<file path="src/rtl/ddr3_burst_scheduler.sv">
// Round-robin burst scheduler sharing the DDR3 user interface between the camera
// write FIFO drain and the HDMI read FIFO refill, with ping-pong frame banks.
module ddr3_burst_scheduler #(
  parameter int unsigned           ADDR_W      = 29,
  parameter int unsigned           CNT_W       = 11,
  parameter int unsigned           RFIFO_DEPTH = 1024,
  parameter int unsigned           ADDR_STEP   = 8,
  parameter logic [ADDR_W-1:0]     BANK_OFFSET = 29'h0400000
) (
  input  logic              clk,
  input  logic              reset,
  input  logic              init_calib_complete,
  input  logic              wr_load,
  input  logic              rd_load,
  input  logic [ADDR_W-1:0] app_addr_wr_min,
  input  logic [ADDR_W-1:0] app_addr_wr_max,
  input  logic [ADDR_W-1:0] app_addr_rd_min,
  input  logic [ADDR_W-1:0] app_addr_rd_max,
  input  logic [7:0]        wr_bust_len,
  input  logic [7:0]        rd_bust_len,
  input  logic [CNT_W-1:0]  wfifo_rcount,
  input  logic [CNT_W-1:0]  rfifo_wcount,
  input  logic              app_rdy,
  input  logic              app_wdf_rdy,
  output logic              app_en,
  output logic [2:0]        app_cmd,
  output logic [ADDR_W-1:0] app_addr,
  output logic              app_wdf_wren,
  output logic              app_wdf_end,
  output logic              wfifo_rden,
  output logic              wr_bank,
  output logic              rd_bank,
  output logic              busy
);

  typedef enum logic [1:0] {WAIT_CALIB, IDLE, WRITE, READ} state_e;

  state_e            state_q, state_d;
  logic [ADDR_W-1:0] wrAddr_q, wrAddr_d, rdAddr_q, rdAddr_d;
  logic              wrBank_q, wrBank_d, rdBank_q, rdBank_d;
  logic              lastRead_q, lastRead_d;
  logic              wrPending_q, wrPending_d, rdPending_q, rdPending_d;
  logic [7:0]        burstLen_q, burstLen_d, beatCnt_q, beatCnt_d;

  logic [7:0]        wrLenEff, rdLenEff;
  logic [CNT_W:0]    rdSum;
  logic              wrReq, rdReq, wrBeat, rdBeat, lastBeat, wrBankNext;

  // Next address in the window; a beat exactly at max is legal, anything past it wraps.
  function automatic logic [ADDR_W-1:0] nextAddr(input logic [ADDR_W-1:0] addr,
                                                 input logic [ADDR_W-1:0] minAddr,
                                                 input logic [ADDR_W-1:0] maxAddr);
    logic [ADDR_W:0] sum;
    sum = {1'b0, addr} + (ADDR_W+1)'(ADDR_STEP);
    return (sum > {1'b0, maxAddr}) ? minAddr : sum[ADDR_W-1:0];
  endfunction

  assign wrLenEff = (wr_bust_len == 8'd0) ? 8'd1 : wr_bust_len;
  assign rdLenEff = (rd_bust_len == 8'd0) ? 8'd1 : rd_bust_len;
  assign wrReq    = {1'b0, wfifo_rcount} >= (CNT_W+1)'(wrLenEff);
  assign rdSum    = {1'b0, rfifo_wcount} + (CNT_W+1)'(rdLenEff);
  assign rdReq    = rdSum <= (CNT_W+1)'(RFIFO_DEPTH);
  assign wrBeat   = (state_q == WRITE) && app_rdy && app_wdf_rdy;
  assign rdBeat   = (state_q == READ) && app_rdy;
  assign lastBeat = (beatCnt_q + 8'd1) == burstLen_q;

  assign busy    = (state_q == WRITE) || (state_q == READ);
  assign wr_bank = wrBank_q;
  assign rd_bank = rdBank_q;

  always_comb begin
    state_d      = state_q;
    wrAddr_d     = wrAddr_q;
    rdAddr_d     = rdAddr_q;
    wrBank_d     = wrBank_q;
    rdBank_d     = rdBank_q;
    lastRead_d   = lastRead_q;
    wrPending_d  = wrPending_q | wr_load;
    rdPending_d  = rdPending_q | rd_load;
    burstLen_d   = burstLen_q;
    beatCnt_d    = beatCnt_q;
    wrBankNext   = wrBank_q;
    app_en       = 1'b0;
    app_cmd      = 3'b000;
    app_addr     = '0;
    app_wdf_wren = 1'b0;
    app_wdf_end  = 1'b0;
    wfifo_rden   = 1'b0;

    case (state_q)
      WAIT_CALIB: begin
        if (init_calib_complete) state_d = IDLE;
      end

      IDLE: begin
        // Frame loads land only here, and the read bank follows the freshly toggled write bank.
        if (wrPending_q) begin
          wrAddr_d    = app_addr_wr_min;
          wrBankNext  = ~wrBank_q;
          wrBank_d    = wrBankNext;
          wrPending_d = wr_load;
        end
        if (rdPending_q) begin
          rdAddr_d    = app_addr_rd_min;
          rdBank_d    = ~wrBankNext;
          rdPending_d = rd_load;
        end
        if (!init_calib_complete) begin
          state_d = WAIT_CALIB;
        end else if (!wrPending_q && !rdPending_q) begin
          if (wrReq && (!rdReq || lastRead_q)) begin
            state_d    = WRITE;
            lastRead_d = 1'b0;
            burstLen_d = wrLenEff;
            beatCnt_d  = 8'd0;
          end else if (rdReq) begin
            state_d    = READ;
            lastRead_d = 1'b1;
            burstLen_d = rdLenEff;
            beatCnt_d  = 8'd0;
          end
        end
      end

      WRITE: begin
        app_addr = wrAddr_q + (wrBank_q ? BANK_OFFSET : '0);
        if (wrBeat) begin
          app_en       = 1'b1;
          app_wdf_wren = 1'b1;
          app_wdf_end  = 1'b1;
          wfifo_rden   = 1'b1;
          wrAddr_d     = nextAddr(wrAddr_q, app_addr_wr_min, app_addr_wr_max);
          beatCnt_d    = beatCnt_q + 8'd1;
          if (lastBeat) state_d = IDLE;
        end
        if (!init_calib_complete) state_d = WAIT_CALIB;
      end

      READ: begin
        app_addr = rdAddr_q + (rdBank_q ? BANK_OFFSET : '0);
        app_cmd  = 3'b001;
        if (rdBeat) begin
          app_en    = 1'b1;
          rdAddr_d  = nextAddr(rdAddr_q, app_addr_rd_min, app_addr_rd_max);
          beatCnt_d = beatCnt_q + 8'd1;
          if (lastBeat) state_d = IDLE;
        end
        if (!init_calib_complete) state_d = WAIT_CALIB;
      end

      default: state_d = WAIT_CALIB;
    endcase
  end

  always_ff @(posedge clk) begin
    if (reset) begin
      state_q     <= WAIT_CALIB;
      wrAddr_q    <= app_addr_wr_min;
      rdAddr_q    <= app_addr_rd_min;
      wrBank_q    <= 1'b0;
      rdBank_q    <= 1'b1;
      lastRead_q  <= 1'b1;
      wrPending_q <= 1'b0;
      rdPending_q <= 1'b0;
      burstLen_q  <= 8'd1;
      beatCnt_q   <= 8'd0;
    end else begin
      state_q     <= state_d;
      wrAddr_q    <= wrAddr_d;
      rdAddr_q    <= rdAddr_d;
      wrBank_q    <= wrBank_d;
      rdBank_q    <= rdBank_d;
      lastRead_q  <= lastRead_d;
      wrPending_q <= wrPending_d;
      rdPending_q <= rdPending_d;
      burstLen_q  <= burstLen_d;
      beatCnt_q   <= beatCnt_d;
    end
  end

endmodule

</file>
<file path="config.mk">
export PLATFORM = sky130hd
export DESIGN_NAME = ddr3_burst_scheduler
export DESIGN_NICKNAME = d
export VERILOG_FILES = /design/src/rtl/ddr3_burst_scheduler.sv
export SDC_FILE = /design/constraint.sdc
export NUM_CORES = 1
export LEC_CHECK = 0
export BUFFER_PORTS_ARGS = -buffer_cell sky130_fd_sc_hd__buf_4
export CAP_MARGIN = 0
export CORE_MARGIN = 1
export CORE_UTILIZATION = 55
export DETAILED_ROUTE_END_ITERATION = 6
export GPL_ROUTABILITY_DRIVEN = 0
export MAX_ROUTING_LAYER = met4
export PLACE_DENSITY = 0.83
export SYNTH_ARGS = -nofsm -noshare
export SYNTH_HDL_FRONTEND = slang
export SYNTH_SLANG_ARGS = --single-unit
</file>
<file path="constraint.sdc">
create_clock -name clk -period 10.4 [get_ports clk]
set_input_delay 0.52 -clock clk [delete_from_list [all_inputs] [get_ports clk]]
set_output_delay 0.52 -clock clk [all_outputs]
set_load 0.02 [all_outputs]
</file>
==> impl_metrics.json <==
{
  "reg2reg_from": "rdAddr_q[3]",
  "portBuffers": 197,
  "grt_start_max_net_pins": 42,
  "syn_area_um2": 7590,
  "grt_pass1_wl_um": 32400,
  "max_slew_margin_pct": 34.9,
  "clk_path_buf_depth": 2,
  "layout_min_cycle_time_ns": 4.73,
  "vias_per_cell": 5.68,
  "fin_area_um2": 9440,
  "dpl_worst_slack_ns": 5.84,
  "irDropWorstVdd_mv": 0.0679,
  "drt_iter0_markers": 455,
  "areaGrowthSynthToFinish_pct": 24.3,
  "final-max-slew-violation-count": 0,
  "wl_um": 20400,
  "dp_hpwl_um": 16300,
  "seq_area_frac_synth_pct": 29.0,
  "die_y_um": 119,
  "worstPathRequired_ns": 10.50,
  "yosysTopAreaCellShare_pct": 22.9,
  "core_area_um2": 13300,
  "clk_latency_ns": 0.34,
  "cellLeakagePower_nw": 4.31,
  "std_cell_rows": 42,
  "htreeDepth": 3,
  "rr_endpoint": "rdAddr_q[3]",
  "power_switching_mw": 0.265,
  "drv_cap": 0,
  "holdBufCountCts": 0,
  "yosysWarnings": 0,
  "period_share_pct": 45.5,
  "most-common-layout-cells": "buf_4 (202), inv_1 (87), ha_1 (81)",
  "clock_power_share_pct": 35.3,
  "p_seq_share_pct": 41.0,
  "finalSetupViolCount": 0,
  "worstRegToRegCells": 17,
  "cp_max_fo": 28,
  "start_util_pct": 56.9,
  "grt_overflow": 0,
  "criticalPathCategory": "flop to flop",
  "post_cts_resized": 0,
  "fmax_mhz": 211,
  "drtAntennaViolNets": 0,
  "internal_power_mw": 0.697,
  "crit_path_start": "rdAddr_q[3]",
  "die_width_um": 119,
  "io_pins": 200,
  "cts_root_buf": "clkbuf_16",
  "detail_route.wl_per_cell_um": 17.1,
  "synth_edf_count": 58,
  "nNetsFinal": 1252,
  "synth_area_leaders": "edfxtp_1 (23%), ha_1 (13%), mux2_2 (6.8%)",
  "worst_slew_pin_slew_ns": 0.977,
  "synth.distinct_cells": 70,
  "place_area_um2": 9130,
  "diodes": 0,
  "crit_path_end_kind": "flop",
  "avgSynthCellArea_um2": 9.14,
  "layout_commonest_cell": "buf_4",
  "finClkSkew_ns": 0.00443,
  "first_global_vias": 6681,
  "drive_gt1_share_pct": 27.4,
  "vias": 6765,
  "ys_ff_latch": 81,
  "critPathArrivalTime_ns": 4.83,
  "fin_util_pct": 70.7,
  "async_reset_ff_share_pct": 0,
  "path_clk_slew_ns": 0.06,
  "worstSetupEndpoint": "rdAddr_q[3]",
  "cts-buffers-inserted": 9,
  "whs_ns": 0.383,
  "firstDrtPassIters": 4,
  "yosys_most_used_dff": "edfxtp_1",
  "cts_tree": "done",
  "rsz0062_at_grt": "no",
  "p_comb_share_pct": 23.7,
  "route.detailed.drc": 0,
  "cts_setup_buffers": 0,
  "outcome": "completed",
  "synth_top_area_cell": "edfxtp_1",
  "cts_sinks": 81,
  "r2r_setup_slack_ns": 5.67,
  "fin_tns_setup_ns": 0,
  "hold_class": "input pin to flop",
  "dieArea_um2": 14300,
  "finalHoldViolCount": 0,
  "post-route-worst-setup-slack_ns": 5.67,
  "antenna_found_initial": 0,
  "power_density_nw_per_um2": 102,
  "swShare_pct": 27.5,
  "worst_setup_path_start_kind": "flop",
  "grt_usage_pct": 29.9,
  "syn_inst": 831
}
[worst min-delay path by stage]
| stage | from | to | slack [ns] | cells past startpoint |
|---|---|---|---|---|
| floorplan | burstLen_q[0] | burstLen_q[0] | 0.46 | 2 |
| global placement | burstLen_q[0] | burstLen_q[0] | 0.48 | 2 |
| detailed placement | burstLen_q[0] | burstLen_q[0] | 0.49 | 2 |
| CTS | rd_load | rdPending_q | 0.38 | 3 |
| global route | rd_load | rdPending_q | 0.39 | 3 |
| finish | rd_load | rdPending_q | 0.38 | 3 |
[metrics by stage]
| stage | cells | power (mW) |
|---|---|---|
| after floorplan | 832 | 0.533 |
| after global placement | 1174 | 0.619 |
| after global routing | 1190 | 1.00 |
| after detailed placement | 1174 | 0.626 |
| after CTS | 1190 | 0.960 |
| final | 1190 | 0.961 |
[synthesized netlist by cell type (all sizes together) (3+ instances only)]
cell	n
edfxtp	58
and3	13
o22ai	4
xnor2	46
buf	16
nor4	6
mux2	54
nand2	53
a21o	16
a21boi	3
dfxtp	23
clkbuf	20
a211oi	16
o211ai	3
o21a	6
o31ai	5
nor2b	36
and2	8
xor2	27
nor3	15
nor2	49
ha	81
a32oi	3
a2111oi	3
nand3	38
nand4	15
o211a	3
or3	4
inv	87
a31oi	3
mux2i	35
a21oi	27
o21ai	23
nand2b	5
[flip-flops by register name, indices dropped and copies added, names as in the netlist]
register / flops
rd_bank: 1
lastRead_q: 1
beatCnt_q: 8
wrPending_q: 1
rdPending_q: 1
wrAddr_q: 29
wr_bank: 1
rdAddr_q: 29
burstLen_q: 8
state_q: 2
[power groups by stage]
stage / clock network, mW / logic (mW) / registers (mW)
after CTS: 0.339 / 0.227 / 0.394
final: 0.339 / 0.228 / 0.395
after floorplan: 0 / 0.144 / 0.389
after global routing: 0.353 / 0.253 / 0.397
after global placement: 0 / 0.219 / 0.400
after detailed placement: 0 / 0.225 / 0.400
[worst max-delay path, cell delays in order (launching register included)]
cell and delay [ns]:
edfxtp_1 0.40, ha_1 0.24, nand2_1 0.07, nor2_1 0.26, nand4_1 0.28, nor3_2 0.40, nand3_1 0.14, xnor2_1 0.23
ha_1 0.29, a21oi_1 0.15, o221ai_1 0.13, a21o_1 0.20, a21oi_1 0.14, a31oi_1 0.05, or4_1 0.45, a31oi_2 0.24
buf_4 0.40, mux2_2 0.39
[final cells by class]
class | count | area [um^2]
clock buffer | 13 | 240
timing repair buffer | 202 | 1520
fill | 1039 | 3910
clock inverter | 3 | 65.1
multi-input combinational | 628 | 4860
inverter | 87 | 327
tap | 176 | 220
sequential | 81 | 2200
[metal layers]
| metal | track usage [%] | routed length [um] |
|---|---|---|
| met5 | - | 0 |
| met4 | 16.3 | 918 |
| met3 | 4.52 | 1310 |
| met2 | 49.8 | 9950 |
| met1 | 34.6 | 8200 |
[cell families (layout without fill, tap and decap cells)]
family	count (synthesis)	after routing	synth area share, %
AOI/OAI and AO/OA	131	131	12.4
xor gates and xnor gates	73	73	8.42
other	1	2	0.0494
muxes	89	89	12.7
adders and majority gates	82	82	13.6
DFF	81	81	29.0
buffers and inverters	123	305	6.99
and+or+nand+nor	251	251	16.9
Note: power is estimated with default switching activity, not from simulation.
